`src/rtl/minitb_ahb_pipelined_master.sv`:
```
// rtl/minitb_ahb_pipelined_master.sv - pipelined AHB-Lite master with command FIFO and in-order responses
//
// Ports:
//   hclk, hreset        clock (rising edge) and asynchronous active-high reset
//   cmd_valid/cmd_ready command handshake; cmd_write, cmd_addr, cmd_size, cmd_wdata describe the transfer
//   rsp_valid           one-cycle completion pulse with rsp_write, rsp_err, rsp_rdata
//   htrans, haddr, hwrite, hsize, hwdata   AHB-Lite address/data phase outputs
//   hrdata, hready, hresp                  AHB-Lite slave response inputs
//
// Commands go through a FIFO, then into the address-phase register (AP), then into
// the data-phase register (DP). AP and DP overlap so a zero-wait slave sees one
// NONSEQ per cycle.
module minitb_ahb_pipelined_master #(
  parameter int addrWidth = 8,
  parameter int dataWidth = 32,
  parameter int cmdDepth  = 4
) (
  input  logic                 hclk,
  input  logic                 hreset,
  input  logic                 cmd_valid,
  output logic                 cmd_ready,
  input  logic                 cmd_write,
  input  logic [addrWidth-1:0] cmd_addr,
  input  logic [2:0]           cmd_size,
  input  logic [dataWidth-1:0] cmd_wdata,
  output logic                 rsp_valid,
  output logic                 rsp_write,
  output logic                 rsp_err,
  output logic [dataWidth-1:0] rsp_rdata,
  output logic [1:0]           htrans,
  output logic [addrWidth-1:0] haddr,
  output logic                 hwrite,
  output logic [2:0]           hsize,
  output logic [dataWidth-1:0] hwdata,
  input  logic [dataWidth-1:0] hrdata,
  input  logic                 hready,
  input  logic                 hresp
);

  localparam int PTR_W = $clog2(cmdDepth);
  localparam int CNT_W = PTR_W + 1;
  localparam logic [1:0] HTRANS_IDLE   = 2'b00;
  localparam logic [1:0] HTRANS_NONSEQ = 2'b10;

  // Command FIFO storage (no reset needed: validity is tracked by the pointers)
  logic                 fifo_write [cmdDepth];
  logic [addrWidth-1:0] fifo_addr  [cmdDepth];
  logic [2:0]           fifo_size  [cmdDepth];
  logic [dataWidth-1:0] fifo_wdata [cmdDepth];

  logic [PTR_W-1:0] wr_ptr;
  logic [PTR_W-1:0] rd_ptr;
  logic [CNT_W-1:0] count;

  // Address-phase register
  logic                 ap_valid;
  logic                 ap_write;
  logic [addrWidth-1:0] ap_addr;
  logic [2:0]           ap_size;
  logic [dataWidth-1:0] ap_wdata;

  // Data-phase register; the write data itself lives in the hwdata register
  logic dp_valid;
  logic dp_write;

  // Set between the first and second cycle of an ERROR response: the bus
  // shows IDLE and the retained AP entry is not handed to the data phase.
  logic err_hold;

  logic [1:0]           htrans_q;
  logic [dataWidth-1:0] hwdata_q;

  logic push;
  logic pop;
  logic fifo_nonempty;
  logic err_first;
  logic ap_accept;
  logic ap_valid_n;
  logic err_hold_n;

  assign cmd_ready     = (count < CNT_W'(cmdDepth));
  assign push          = cmd_valid && cmd_ready;
  assign fifo_nonempty = (count != '0);

  // First ERROR cycle: slave stretches the data phase with hresp high.
  assign err_first = dp_valid && !hready && hresp;

  // The AP entry is sampled by the slave only if it was actually on the bus
  // as NONSEQ, which is not the case while err_hold forces IDLE.
  assign ap_accept = ap_valid && hready && !err_hold;

  // Refill AP when it is empty or leaving. Loading is blocked on the first
  // error edge so the bus stays IDLE during the second error cycle.
  assign pop = fifo_nonempty && (!ap_valid || ap_accept) && !err_first;

  always_comb begin
    ap_valid_n = ap_valid;
    if (pop) begin
      ap_valid_n = 1'b1;
    end else if (ap_accept) begin
      ap_valid_n = 1'b0;
    end
  end

  assign err_hold_n = err_first || (err_hold && !hready);

  always_ff @(posedge hclk) begin
    if (push) begin
      fifo_write[wr_ptr] <= cmd_write;
      fifo_addr[wr_ptr]  <= cmd_addr;
      fifo_size[wr_ptr]  <= cmd_size;
      fifo_wdata[wr_ptr] <= cmd_wdata;
    end
  end

  always_ff @(posedge hclk or posedge hreset) begin
    if (hreset) begin
      wr_ptr    <= '0;
      rd_ptr    <= '0;
      count     <= '0;
      ap_valid  <= 1'b0;
      ap_write  <= 1'b0;
      ap_addr   <= '0;
      ap_size   <= '0;
      ap_wdata  <= '0;
      dp_valid  <= 1'b0;
      dp_write  <= 1'b0;
      err_hold  <= 1'b0;
      htrans_q  <= HTRANS_IDLE;
      hwdata_q  <= '0;
      rsp_valid <= 1'b0;
      rsp_write <= 1'b0;
      rsp_err   <= 1'b0;
      rsp_rdata <= '0;
    end else begin
      // FIFO pointers and occupancy
      if (push) begin
        wr_ptr <= wr_ptr + PTR_W'(1);
      end
      if (pop) begin
        rd_ptr <= rd_ptr + PTR_W'(1);
      end
      case ({push, pop})
        2'b10:   count <= count + CNT_W'(1);
        2'b01:   count <= count - CNT_W'(1);
        default: ;
      endcase

      // Address phase; fields hold when AP empties so haddr/hwrite/hsize stay put
      if (pop) begin
        ap_write <= fifo_write[rd_ptr];
        ap_addr  <= fifo_addr[rd_ptr];
        ap_size  <= fifo_size[rd_ptr];
        ap_wdata <= fifo_wdata[rd_ptr];
      end
      ap_valid <= ap_valid_n;
      err_hold <= err_hold_n;
      htrans_q <= (ap_valid_n && !err_hold_n) ? HTRANS_NONSEQ : HTRANS_IDLE;

      // Data phase advances only when the slave is ready
      if (hready) begin
        if (err_hold) begin
          dp_valid <= 1'b0;
        end else begin
          dp_valid <= ap_valid;
          dp_write <= ap_write;
          if (ap_valid && ap_write) begin
            hwdata_q <= ap_wdata;
          end
        end
      end

      // Completion of the data-phase transfer
      rsp_valid <= hready && dp_valid;
      if (hready && dp_valid) begin
        rsp_write <= dp_write;
        rsp_err   <= hresp;
        rsp_rdata <= (!dp_write && !hresp) ? hrdata : '0;
      end
    end
  end

  assign htrans = htrans_q;
  assign haddr  = ap_addr;
  assign hwrite = ap_write;
  assign hsize  = ap_size;
  assign hwdata = hwdata_q;

endmodule

```
`config.mk`:
```
export PLATFORM = sky130hd
export DESIGN_NAME = minitb_ahb_pipelined_master
export DESIGN_NICKNAME = d
export VERILOG_FILES = /design/src/rtl/minitb_ahb_pipelined_master.sv
export SDC_FILE = /design/constraint.sdc
export NUM_CORES = 1
export LEC_CHECK = 0
export ABC_CLOCK_PERIOD_IN_PS = 7100
export CELL_PAD_IN_SITES_DETAIL_PLACEMENT = 1
export CELL_PAD_IN_SITES_GLOBAL_PLACEMENT = 1
export CORE_UTILIZATION = 33
export CTS_CLUSTER_DIAMETER = 40
export DETAILED_ROUTE_END_ITERATION = 16
export PLACE_DENSITY_LB_ADDON = 0.1
export SLEW_MARGIN = 5
export SYNTH_ARGS = -nofsm -noshare
export SYNTH_HDL_FRONTEND = slang
export SYNTH_SLANG_ARGS = --single-unit
```
`constraint.sdc`:
```
create_clock -name hclk -period 7.1 [get_ports hclk]
set_input_delay 1.42 -clock hclk [delete_from_list [all_inputs] [get_ports hclk]]
set_output_delay 1.42 -clock hclk [all_outputs]
set_load 0.01 [all_outputs]
```
* Word level (Yosys, flattened, before mapping) *
Memories as Yosys holds them, arrays and structs flattened. A register that Yosys moved wholly into a read port is not among the register bits.
Cells that the tools add are included.

word-level totals
  memories = 4
  RAM bits = 176
  flip-flop bits (word level) = 80
  output and inout port bits = 82
  bits in latches = 0
  ROM bits = 0

operators by class
  reductions and logical operators = 25
  $lt $le $gt $ge = 1
  multipliers = 0
  div/mod/pow operators = 0
  add/subtract/negate cells = 4
  bitwise logic cells = 1
  eq/ne operators = 2
  shift-type cells = 0
  muxes and demuxes = 8

memory list
  name        depth  width  read ports  clocked after Yosys merged registers in  wr ports  line  text
  fifo_wdata  4      32     1           1                                        1         49    logic [dataWidth-1:0] fifo_wdata [cmdDepth];
  fifo_addr   4      8      1           1                                        1         47    logic [addrWidth-1:0] fifo_addr [cmdDepth];
  fifo_size   4      3      1           1                                        1         48    logic [2:0] fifo_size [cmdDepth];
  fifo_write  4      1      1           1                                        1         46    logic fifo_write [cmdDepth];

operators by type and width
  kind                                                                   count
  32-bit two-way mux                                                     1
  1-bit logical AND                                                      12
  1-bit zero test                                                        7
  3-bit one-hot mux with 2 select lines                                  1
  1-bit two-way mux                                                      5
  2-bit by 1-bit adder with 2-bit output, second input constant          2
  3-bit by 1-bit adder with 3-bit output, second input constant          1
  3-bit less-than comparator, second input constant                      1
  3-bit AND reduction                                                    1
  3-bit nonzero test                                                     1
  3-bit by 1-bit subtractor with 3-bit output, second input constant     1
  2-bit by 1-bit equality test with 1-bit output, second input constant  1
  2-bit equality test, second input constant                             1
  1-bit logical OR                                                       2
  2-bit two-way mux                                                      1
  2-bit AND reduction                                                    1
  2-bit nonzero test                                                     1
  1-bit inverter                                                         1

* Depth between registers and ports, before layout *
Gate-level depths: netlist of run 1.

  depth in word-level cells = 8
  gate-level depth with buffers = 10

* Worst setup path after synthesis of run 1 *
No wires, ideal clock.

  path type = in2reg
  start point = input cmd_valid
  end point = memory fifo_addr[0][0], enable pin
  library setup time = 406 ps
  data required time = 6694 ps
  stages = 3
  arrival time = 2847 ps
  setup slack = 3847 ps
  cell sequence = nor2b_1 -> clkbuf_1 -> and2_1

between the ends
  word-level cells in the longest chain between the ends = 3

RTL lines
  item                                     line  text
  start: declaration                       20    input logic cmd_valid,
  1-bit logical AND                        82    assign push = cmd_valid && cmd_ready;
  1-bit two-way mux                        108   if (push) begin
  1-bit two-way mux (implied by the code)  110   fifo_addr[wr_ptr] <= cmd_addr;
  end: declaration                         47

No other way between the ends.

* Final worst setup path of run 1 *
  start point = input hready
  end point = register count[2]

between the ends
  word-level cells in the longest chain between the ends = 7
  elaborated cells between the ends (all ways) = 13
  classes of those cells = 2 x eq/ne; 1 x mux; 10 x reduce/logical

RTL lines
  item                                                                                          line    text
  start: declaration                                                                            36      input logic hready,
  1-bit logical AND / 1-bit zero test (equally long branches)                                   90, 86
  1-bit logical AND (on tied branches)                                                          90, 86
  1-bit logical OR / 1-bit logical AND (equally long branches)                                  94, 86
  1-bit logical AND / 1-bit zero test (equally long branches)                                   94      assign pop = fifo_nonempty && (!ap_valid || ap_accept) && !err_first;
  1-bit logical AND (*)                                                                         94
  2-bit by 1-bit equality test with 1-bit output / 2-bit equality test (equally long branches)  143     case ({push, pop})
  3-bit one-hot mux with 2 select lines / 2-bit nonzero test (equally long branches)            --
  end signal: assignment                                                                        144     2'b10: count <= count + CNT_W'(1);
  end signal: assignment                                                                        145     2'b01: count <= count - CNT_W'(1);
  end: declaration                                                                              53      logic [CNT_W-1:0] count;

Every way passes the cells marked *; elsewhere a longest branch is shown, timed or not.
A chain may end at the register's enable or synchronous reset.

==> results of run 1 <==
power groups by stage:
stage	Clock [mW]	Sequential, mW	Combinational (mW)
global placement	0	2.64	1.55
CTS	2.28	2.63	1.59
detailed placement	0	2.66	1.58
global route	2.35	2.69	1.68
floorplan	0	2.57	0.967
finish	2.22	2.61	1.55
kinds of logic after synthesis:
group / share of synthesized area [%]
and+or+nand+nor: 1.09
buffers and inverters: 1.85
DFF: 75.7
other: 0.0339
muxes: 17.3
adders and majority gates: 0.747
xor gates and xnor gates: 0.475
AOI/OAI and AO/OA: 2.83
flip-flops by register name (all words and copies together), names as in the netlist:
register    cells
fifo_write      4
haddr           8
rd_ptr          2
ap_wdata       32
dp_write        1
rsp_write       1
htrans          1
ap_valid        1
hwdata         32
fifo_size      12
hwrite          1
fifo_addr      32
count           3
rsp_err         1
hsize           3
rsp_valid       1
wr_ptr          2
fifo_wdata    128
dp_valid        1
err_hold        1
rsp_rdata      32
layout by cell type, fill, tap and decap left out, types with 5 or more instances in the layout:
cell	n
edfxtp_1	176
clkdlybuf4s50_1	161
dfrtp_1	121
mux2_2	57
clkbuf_16	46
mux4_2	44
a22o_1	32
mux2_1	12
inv_6	10
mux2_4	9
inv_1	9
nand2_1	9
buf_4	9
clkinvlp_4	6
ha_1	5
inv_8	5
cell type report:
| cell class | count | share of cell area [%] |
|---|---|---|
| timing repair buffer | 170 | 11.4 |
| clock buffer | 51 | 8.16 |
| inverter | 10 | 0.289 |
| clock inverter | 31 | 2.36 |
| tap | 442 | 3.76 |
| sequential | 299 | 56.9 |
| multi-input combinational | 196 | 17.1 |
routing by layer:
metal | up-vias | wire length, µm | share of wire, % | GRT usage (%)
li1 | 2465 | - | - | -
met1 | 2904 | 9850 | 42 | 17.6
met2 | 171 | 11400 | 49 | 23.9
met3 | 42 | 1500 | 6.5 | 3.89
met4 | 2 | 470 | 2.0 | 4.43
met5 | - | 13 | 0.056 | 0
how the worst min path moves through the flow:
stage                               end  slack (ns)  depth (start not counted)                      from
2_1_floorplan  ap_wdata[10]$_DFFE_PP0P_        0.45                          1  ap_wdata[10]$_DFFE_PP0P_
3_3_place_gp   ap_wdata[12]$_DFFE_PP0P_        0.47                          1  ap_wdata[12]$_DFFE_PP0P_
3_5_place_dp    ap_wdata[8]$_DFFE_PP0P_        0.48                          1   ap_wdata[8]$_DFFE_PP0P_
4_1_cts        ap_wdata[18]$_DFFE_PP0P_        0.49                          1  ap_wdata[18]$_DFFE_PP0P_
5_1_grt        ap_wdata[15]$_DFFE_PP0P_        0.50                          1  ap_wdata[15]$_DFFE_PP0P_
6_report        ap_wdata[4]$_DFFE_PP0P_        0.48                          1   ap_wdata[4]$_DFFE_PP0P_
through the flow:
stage | cell area [µm²] | hold WS, ns | setup slack, ns | util [%]
floorplan | 11100 | 0.454 | 2.41 | -
global placement | 13200 | 0.467 | 2.73 | 40.1
detailed placement | 13200 | 0.476 | 2.66 | 40.1
CTS | 14700 | 0.490 | 3.21 | 44.8
global route | 14700 | 0.504 | 3.08 | 44.8
finish | 14700 | 0.482 | 3.26 | 44.8
==> run metrics, run 1 <==
final net count=slightly above 800; main area contributors after synthesis=edfxtp_1 (48%), dfrtp_1 (28%), mux4_2 (9.0%); Power Total=6.37 mW; clock transition at the registers of the reported paths=0.05 ns; die width=~190 µm; Post-Place Cells=1117; Top Ports=approximately 160; ys flop type=edfxtp_1; Hold Buf Count CTS=0; Num Clock Sinks=299; initial antenna violation count=1; peak supply drop=0.174 mV; Pleak=5.45 nW; Final period util=54.0%; first-pass GRT wire length=36.6 mm; Root Driver=clkbuf_16; core area=32800 µm²; Crit path buffers/inverters=3; vias in the first global route=6282; worst setup path category=input pin to register; DR vias/cell=~4.7; CP startpoint=hready; MaxCap Viol Count=0; post-CTS sizing=0; Setup Fix Bufs, Post-CTS=0; # diodes=0; Area growth syn-to-layout=33.0%; R2R Path End=count[2]$_DFFE_PP0P_; Mapped Cells=531; #FFs+latches synth=299; Gate power share=approximately a quarter; CP Capture Type=register; Setup TNS Final=0 ns; Slew @ Worst Pin=1.17 ns; Critical Path, Cell by Cell=clkdlybuf4s50_1 > and3b_1 > a211oi_4 > buf_4 > ha_1 > inv_1 > fa_1 > xor2_1 > nor2_1 > xnor2_1; register area=between 8000 and 9000 µm²; Post-Syn Area=11100 µm²; layout cell share with drive strength beyond 1=27.7%; Post-route DRC=0; Synth top area share=47.8%; Worst Hold Class=register to register; TritonCTS buffer count=44; FF-to-FF Start=err_hold$_DFF_PP0_; Hold Vio Cnt, Final=0; ys async rst share=41.1%; grt total ovfl=0; PortBufs=161; Period minus WS final=3.84 ns; hpwl dp=between 10 and 15 mm; Fmax=261 MHz; CP required=7.55 ns; Placer Congestion=0.679; H-tree levels=2; CP Depth=10; PD cells=around 430 nW/µm²; endpoints failing setup=0; Relative slew margins=21.5%; part of the power in the clock network=34.8%; Sw Pwr=between 1.5 and 2 mW; reg2reg path depth=9; Die Footprint=34200 µm²; drt wl/cell=19.4 µm; router iterations before antenna repair=4; final-report max-slew violation count=0; worst-path fanout max=47; first-iteration detailed-routing DRC count=230; Netlist cell types=32; final clock skew=0.0193 ns; row count=66; count leader, synth=edfxtp_1; CP Data Arrival Time=4.28 ns; effective utilization at floorplan=33.7%; CP Launch Type=input pin; clk_lat worst skew=0.53 ns; Post-synth EDFFs=176; crit path to=count[2]$_DFFE_PP0P_; Synth Area per Inst=20.8 µm²; Finished Layout Cells=1199; Mapped Nets=618; GRT Util Overall=14.1%; Via Count=5584; unrepaired setup endpoints after global routing=no; Seq/Total Area, Yosys=75.7%; slowest stage cell, crit path=buf_4; status=finished clean; crit-path leading delay family=buffers and inverters; R2R setup slack=4.28 ns; CTS tree=done; slowest stage delay, CP=0.67 ns; dominant cell type by area after synthesis=edfxtp_1; switch share=27.2%; ANT nets after route=0; synth cell count leaders=edfxtp_1 (176), dfrtp_1 (123), mux2_2 (57), mux4_2 (44), a22o_1 (32); Filler Cell Count=3108; internal power=4.64 mW; Routed Wire Length=23.2 mm; Clock Path Buffers=3; largest net degree at the start of global routing=81; Flop pwr share=40.9%; die height=185 µm; Ys Warns=0; multi-input logic area=between 2000 and 3000 µm²
(Power assumes the default switching activity.)
==> run 2: changes to the inputs <==
--- a/config.mk
+++ b/config.mk
@@ -5,7 +5,7 @@
 export SDC_FILE = /design/constraint.sdc
 export NUM_CORES = 1
 export LEC_CHECK = 0
-export ABC_CLOCK_PERIOD_IN_PS = 7100
+export ABC_CLOCK_PERIOD_IN_PS = 3700
 export CELL_PAD_IN_SITES_DETAIL_PLACEMENT = 1
 export CELL_PAD_IN_SITES_GLOBAL_PLACEMENT = 1
 export CORE_UTILIZATION = 33
==> constraint.sdc (replaced) <==
create_clock -name hclk -period 3.7 [get_ports hclk]
set_input_delay 0.74 -clock hclk [delete_from_list [all_inputs] [get_ports hclk]]
set_output_delay 0.74 -clock hclk [all_outputs]
set_load 0.01 [all_outputs]
==> run metrics, run 2 (synthesis results as in run 1) <==
CP Data Arrival Time=2.91 ns (-1.37 ns); Clock Path Buffers=3 (unchanged); CTS tree=done; vias in the first global route=6392 (+1.8%); worst-path fanout max=6 (-87%); CP required=4.14 ns (-3.41 ns); initial antenna violation count=2 (+1); largest reg by FF count=fifo_wdata; clk_lat worst skew=0.52 ns (about the same); Worst Hold Class=register to register; Final WS setup=1.23 ns (-2.03 ns); most frequent cells in the layout=edfxtp_1 (176), clkdlybuf4s50_1 (161), dfrtp_1 (121), mux2_2 (57), clkbuf_16 (49); reg2reg path depth=2 (-7); Top Ports=163 (unchanged); slowest stage delay, CP=0.56 ns (-0.11 ns); slowest stage cell, crit path=clkdlybuf4s50_1; final-report max-slew violation count=0 (unchanged); drt wl/cell=19.8 µm (+2.2%); Worst Min Path Start=ap_wdata[5]$_DFFE_PP0P_; Fmax=between 400 and 500 MHz; Period minus WS final=2.47 ns; Critical Path, Cell by Cell=clkdlybuf4s50_1 > and3b_1 > a211oi_4 > ha_1 > inv_1 > fa_1 > xor2_1 > nor2_1 > xnor2_1; core area=32800 µm² (unchanged); clock transition at the registers of the reported paths=0.05 ns (about the same); die height=185 µm (unchanged); H-tree levels=2 (unchanged); largest net degree at the start of global routing=124 (+53%); PortBufs=161 (unchanged); CP Launch Type=input pin; MaxCap Viol Count=0 (unchanged); Die Footprint=34200 µm² (unchanged); Num Clock Sinks=299 (unchanged); multi-input logic area=2510 µm² (unchanged); FF-to-FF Start=rd_ptr[0]$_DFFE_PP0P_; register area=8370 µm² (unchanged); DR vias/cell=4.65 (about the same); effective utilization at floorplan=33.7% (unchanged); endpoints failing setup=0 (unchanged); GRT Util Overall=14.5% (+0.40 points); Placer Congestion=0.668 (-1.6%); CP Capture Type=register; pre-CTS setup slack=0.702 ns (-1.96 ns); worst setup path category=input pin to register; max reg flops=128 (unchanged); Hold Path Sink=ap_wdata[5]$_DFFE_PP0P_; die width=185 µm (unchanged); PD cells=822 nW/µm² (+90%); peak supply drop=0.335 mV (+93%); Setup TNS Final=0 ns (unchanged); row count=66 (unchanged); R2R setup slack=1.53 ns (-2.75 ns); Routed Wire Length=23.9 mm (+2.9%); commonest non-fill, non-tap cell in the layout=edfxtp_1; Area growth syn-to-layout=34.1%; first-iteration detailed-routing DRC count=150 (-35%); Hold Buf Count CTS=0 (unchanged); ANT nets after route=0 (unchanged); final clock skew=0.0117 ns (-0.00762 ns); Final period util=66.8%; hold depth=1 (unchanged); Via Count=5623 (+0.70%); Slew @ Worst Pin=1.00 ns (-0.172 ns); R2R Path End=ap_wdata[31]$_DFFE_PP0P_; post-CTS sizing=0 (unchanged); Root Driver=clkbuf_16; status=finished clean; unrepaired setup endpoints after global routing=no; Hold Vio Cnt, Final=0 (unchanged); Filler Cell Count=3088 (-0.64%); Setup Fix Bufs, Post-CTS=0 (unchanged); TritonCTS buffer count=47 (+6.8%); first-pass GRT wire length=37.7 mm (+3.1%); hpwl dp=14.3 mm (+3.5%); Relative slew margins=33.2% (+12 points); grt total ovfl=0 (unchanged); final net count=815 (+0.87%); router iterations before antenna repair=3 (-1); layout cell share with drive strength beyond 1=28.3% (+0.59 points); # diodes=0 (unchanged); Post-route DRC=0 (unchanged); Pleak=5.48 nW (+0.71%)
run 2: changes by cell type in the layout (fill, tap and decap cells not counted):
cell	before	now
inv_8	5	0
buf_12	0	9
clkbuf_16	46	49
bufinv_16	4	1
clkbuf_8	3	1
inv_6	10	7
clkinv_1	0	2
buf_4	9	4
clkinv_2	4	8
clkinv_4	3	11
clkinvlp_4	6	7
run 2: final cells by class:
type                       instances  share of cell area, %
sequential                       299                   56.5
multi-input combinational        196                   16.9
timing repair buffer             174                   12.3
clock buffer                      52                   8.42
tap                              442                   3.73
clock inverter                    35                   1.89
inverter                          10                  0.279
run 2: critical path: cells and delay by family:
kind / cells / cell delay, ns
buffers and inverters: 2 / 0.62
adders and majority gates: 2 / 0.62
xor gates and xnor gates: 2 / 0.29
and+or+nand+nor: 2 / 0.37
AOI/OAI and AO/OA: 1 / 0.28
run 2: per-stage QoR:
stage / std cells / util, % / hold WS [ns] / instance area, µm² / power (mW)
final: 1208 / 45.2 / 0.480 / 14800 / 12.2
after global routing: 1208 / 45.2 / 0.512 / 14800 / 12.8
after CTS: 1208 / 45.2 / 0.487 / 14800 / 12.4
after detailed placement: 1121 / 40.5 / 0.475 / 13300 / 8.22
after global placement: 1121 / 40.5 / 0.467 / 13300 / 8.11
after floorplan: 531 / - / 0.454 / 11100 / 6.78
run 2: worst max-delay path by stage:
stage / depth (start not counted) / start / slack [ns] / to
6_report: 9 / hready / 1.23 / count[2]$_DFFE_PP0P_
5_1_grt: 9 / hready / 1.04 / count[2]$_DFFE_PP0P_
4_1_cts: 9 / hready / 1.22 / count[2]$_DFFE_PP0P_
3_5_place_dp: 9 / hready / 0.70 / count[2]$_DFFE_PP0P_
3_3_place_gp: 9 / hready / 0.72 / count[2]$_DFFE_PP0P_
2_1_floorplan: 3 / cmd_valid / 1.13 / fifo_addr[0][0]$_DFFE_PP_
run 2: where the power goes:
part	internal (mW)	total (mW)	switching, mW
clock network	2.54	4.14	1.59
logic	1.86	3.05	1.18
registers	4.42	5.00	0.575
run 2: metal layers:
layer	GRT usage (%)	routed length (µm)	vias to the layer above	part of all wire, %
met5	0	17	-	0.071
met4	4.10	433	2	1.8
met3	4.23	1690	46	7.1
met2	25.1	11900	163	50
met1	17.6	9890	2935	41
li1	-	-	2477	-
==> run 3: changes to the inputs <==
--- a/config.mk
+++ b/config.mk
@@ -5,7 +5,7 @@
 export SDC_FILE = /design/constraint.sdc
 export NUM_CORES = 1
 export LEC_CHECK = 0
-export ABC_CLOCK_PERIOD_IN_PS = 3700
+export ABC_CLOCK_PERIOD_IN_PS = 2350
 export CELL_PAD_IN_SITES_DETAIL_PLACEMENT = 1
 export CELL_PAD_IN_SITES_GLOBAL_PLACEMENT = 1
 export CORE_UTILIZATION = 33
==> constraint.sdc (replaced) <==
create_clock -name hclk -period 2.35 [get_ports hclk]
set_input_delay 0.47 -clock hclk [delete_from_list [all_inputs] [get_ports hclk]]
set_output_delay 0.47 -clock hclk [all_outputs]
set_load 0.01 [all_outputs]
==> run metrics, run 3 (synthesis results as in run 1) <==
status=finished clean; Worst Hold Class=input pin to asynchronous set/reset pin; effective utilization at floorplan=33.7% (unchanged); Area growth syn-to-layout=36.9%; commonest non-fill, non-tap cell in the layout=edfxtp_1; largest reg by FF count=fifo_wdata; Final WS setup=0.265 ns (-0.963 ns); register area=8370 µm² (unchanged); H-tree levels=2 (unchanged); post-CTS sizing=0 (unchanged); die width=185 µm (unchanged); Pleak=5.64 nW (+2.8%); Root Driver=clkbuf_16; Num Clock Sinks=299 (unchanged); Final Cell Area=15100 µm² (+2.1%); worst-path fanout max=4 (-2); die height=185 µm (unchanged); Final period util=around nine tenths; ANT nets after route=0 (unchanged); max reg flops=128 (unchanged); Post-route DRC=0 (unchanged); CP Data Arrival Time=2.54 ns (-0.37 ns); Power Total=20.0 mW (+64%); most frequent cells in the layout=edfxtp_1 (176), clkdlybuf4s50_1 (161), dfrtp_1 (121), mux2_2 (57), clkbuf_16 (46); pre-CTS setup slack=-0.292 ns (-0.994 ns); Period minus WS final=2.08 ns; vias in the first global route=6509 (+1.8%); DR vias/cell=4.60 (-1.1%); first-iteration detailed-routing DRC count=181 (+21%); Filler Cell Count=3076 (-0.39%); Hold Vio Cnt, Final=0 (unchanged); Routed Wire Length=24.1 mm (+0.63%); core area=32800 µm² (unchanged); CP Launch Type=input pin; row count=66 (unchanged); router iterations before antenna repair=4 (+1); drt wl/cell=19.7 µm (-0.68%); clk_lat worst skew=0.55 ns (+0.03 ns); Util after Layout=46.2% (+0.95 points); Setup Fix Bufs, Post-CTS=0 (unchanged); CTS tree=done; PortBufs=161 (unchanged); Placer Congestion=0.684 (+2.5%); peak supply drop=0.586 mV (+75%); first-pass GRT wire length=37.5 mm (-0.56%); unrepaired setup endpoints after global routing=no; GRT Util Overall=14.7% (+0.11 points); final-report max-slew violation count=0 (unchanged); Setup TNS Final=0 ns (unchanged); MaxCap Viol Count=0 (unchanged); PD cells=1320 nW/µm² (+60%); layout cell share with drive strength beyond 1=29.1% (+0.74 points); clock transition at the registers of the reported paths=0.05 ns (about the same); CP required=2.81 ns (-1.33 ns); TritonCTS buffer count=46 (-2.1%); Via Count=5632 (+0.16%); multi-input logic area=2510 µm² (unchanged); largest net degree at the start of global routing=65 (-48%); worst setup path category=input pin to register; Die Footprint=34200 µm² (unchanged); hpwl dp=14.8 mm (+4.0%); CP Capture Type=register; placed cell areas=13500 µm² (+1.5%); endpoints failing setup=0 (unchanged); Clock Path Buffers=3 (unchanged); Fmax=480 MHz; initial antenna violation count=1 (-1); Hold Buf Count CTS=0 (unchanged); final net count=830 (+1.8%); Top Ports=163 (unchanged); final clock skew=0.0291 ns (+0.0175 ns); grt total ovfl=0 (unchanged)
## run 3: changes by cell type in the layout (fill, tap and decap cells not counted), sizes merged
cell / previous run / this run
clkinvlp: 7 / 6
buf: 13 / 29
inv: 16 / 15
diode: 0 / 1
clkbuf: 52 / 54
clkinv: 21 / 14
bufinv: 1 / 7
## run 3: routing by layer
| metal | global-route usage [%] | up-vias | share of wire, % |
|---|---|---|---|
| li1 | - | 2507 | - |
| met2 | 25.0 | 156 | 49 |
| met3 | 3.99 | 43 | 6.4 |
| met4 | 4.46 | 0 | 2.2 |
| met1 | 18.1 | 2926 | 42 |
| met5 | 0 | - | 0 |
## run 3: layout make-up
type	count	area share, %
well taps	442	3.65
clock buffers	54	8.00
repair buffers	190	13.3
multi-input cells	196	16.6
clock inverters	32	2.84
diodes	1	0.0165
flip-flops and latches	299	55.3
inverters	10	0.273
## run 3: report_power, final
part           leakage [nW]  switching [mW]  internal (mW)  total (mW)
Clock                 0.784            2.52           4.53        7.05
Sequential             3.10           0.724           6.97        7.69
Combinational          1.76            2.11           3.11        5.22
## run 3: metrics by stage
step / hold slack, ns / cells
6_report: 0.399 / 1224
3_3_place_gp: 0.466 / 1137
2_1_floorplan: 0.454 / 531
5_1_grt: 0.434 / 1223
3_5_place_dp: 0.475 / 1137
4_1_cts: 0.414 / 1223
## run 3: path summary, 6_finish.rpt
path / from / slack [ns] / depth (start not counted) / to
worst max-delay path: hready / 0.27 / 9 / count[2]$_DFFE_PP0P_
worst min-delay path: hreset / 0.40 / 3 / rsp_rdata[5]$_DFFE_PP0P_
worst max register to register: err_hold$_DFF_PP0_ / 0.30 / 8 / count[2]$_DFFE_PP0P_
worst min register to register: ap_wdata[15]$_DFFE_PP0P_ / 0.48 / 1 / ap_wdata[15]$_DFFE_PP0P_
max in group asynchronous: hreset / 1.59 / 3 / rd_ptr[1]$_DFFE_PP0P_
min in group hclk: ap_wdata[15]$_DFFE_PP0P_ / 0.48 / 1 / ap_wdata[15]$_DFFE_PP0P_
## run 3: worst max-delay path, cell delays in order
cell and delay, ns:
clkdlybuf4s50_1 0.52, and3b_1 0.23, a211oi_4 0.25, ha_1 0.21, inv_1 0.07, fa_1 0.38, xor2_1 0.15, nor2_1 0.13
xnor2_1 0.13
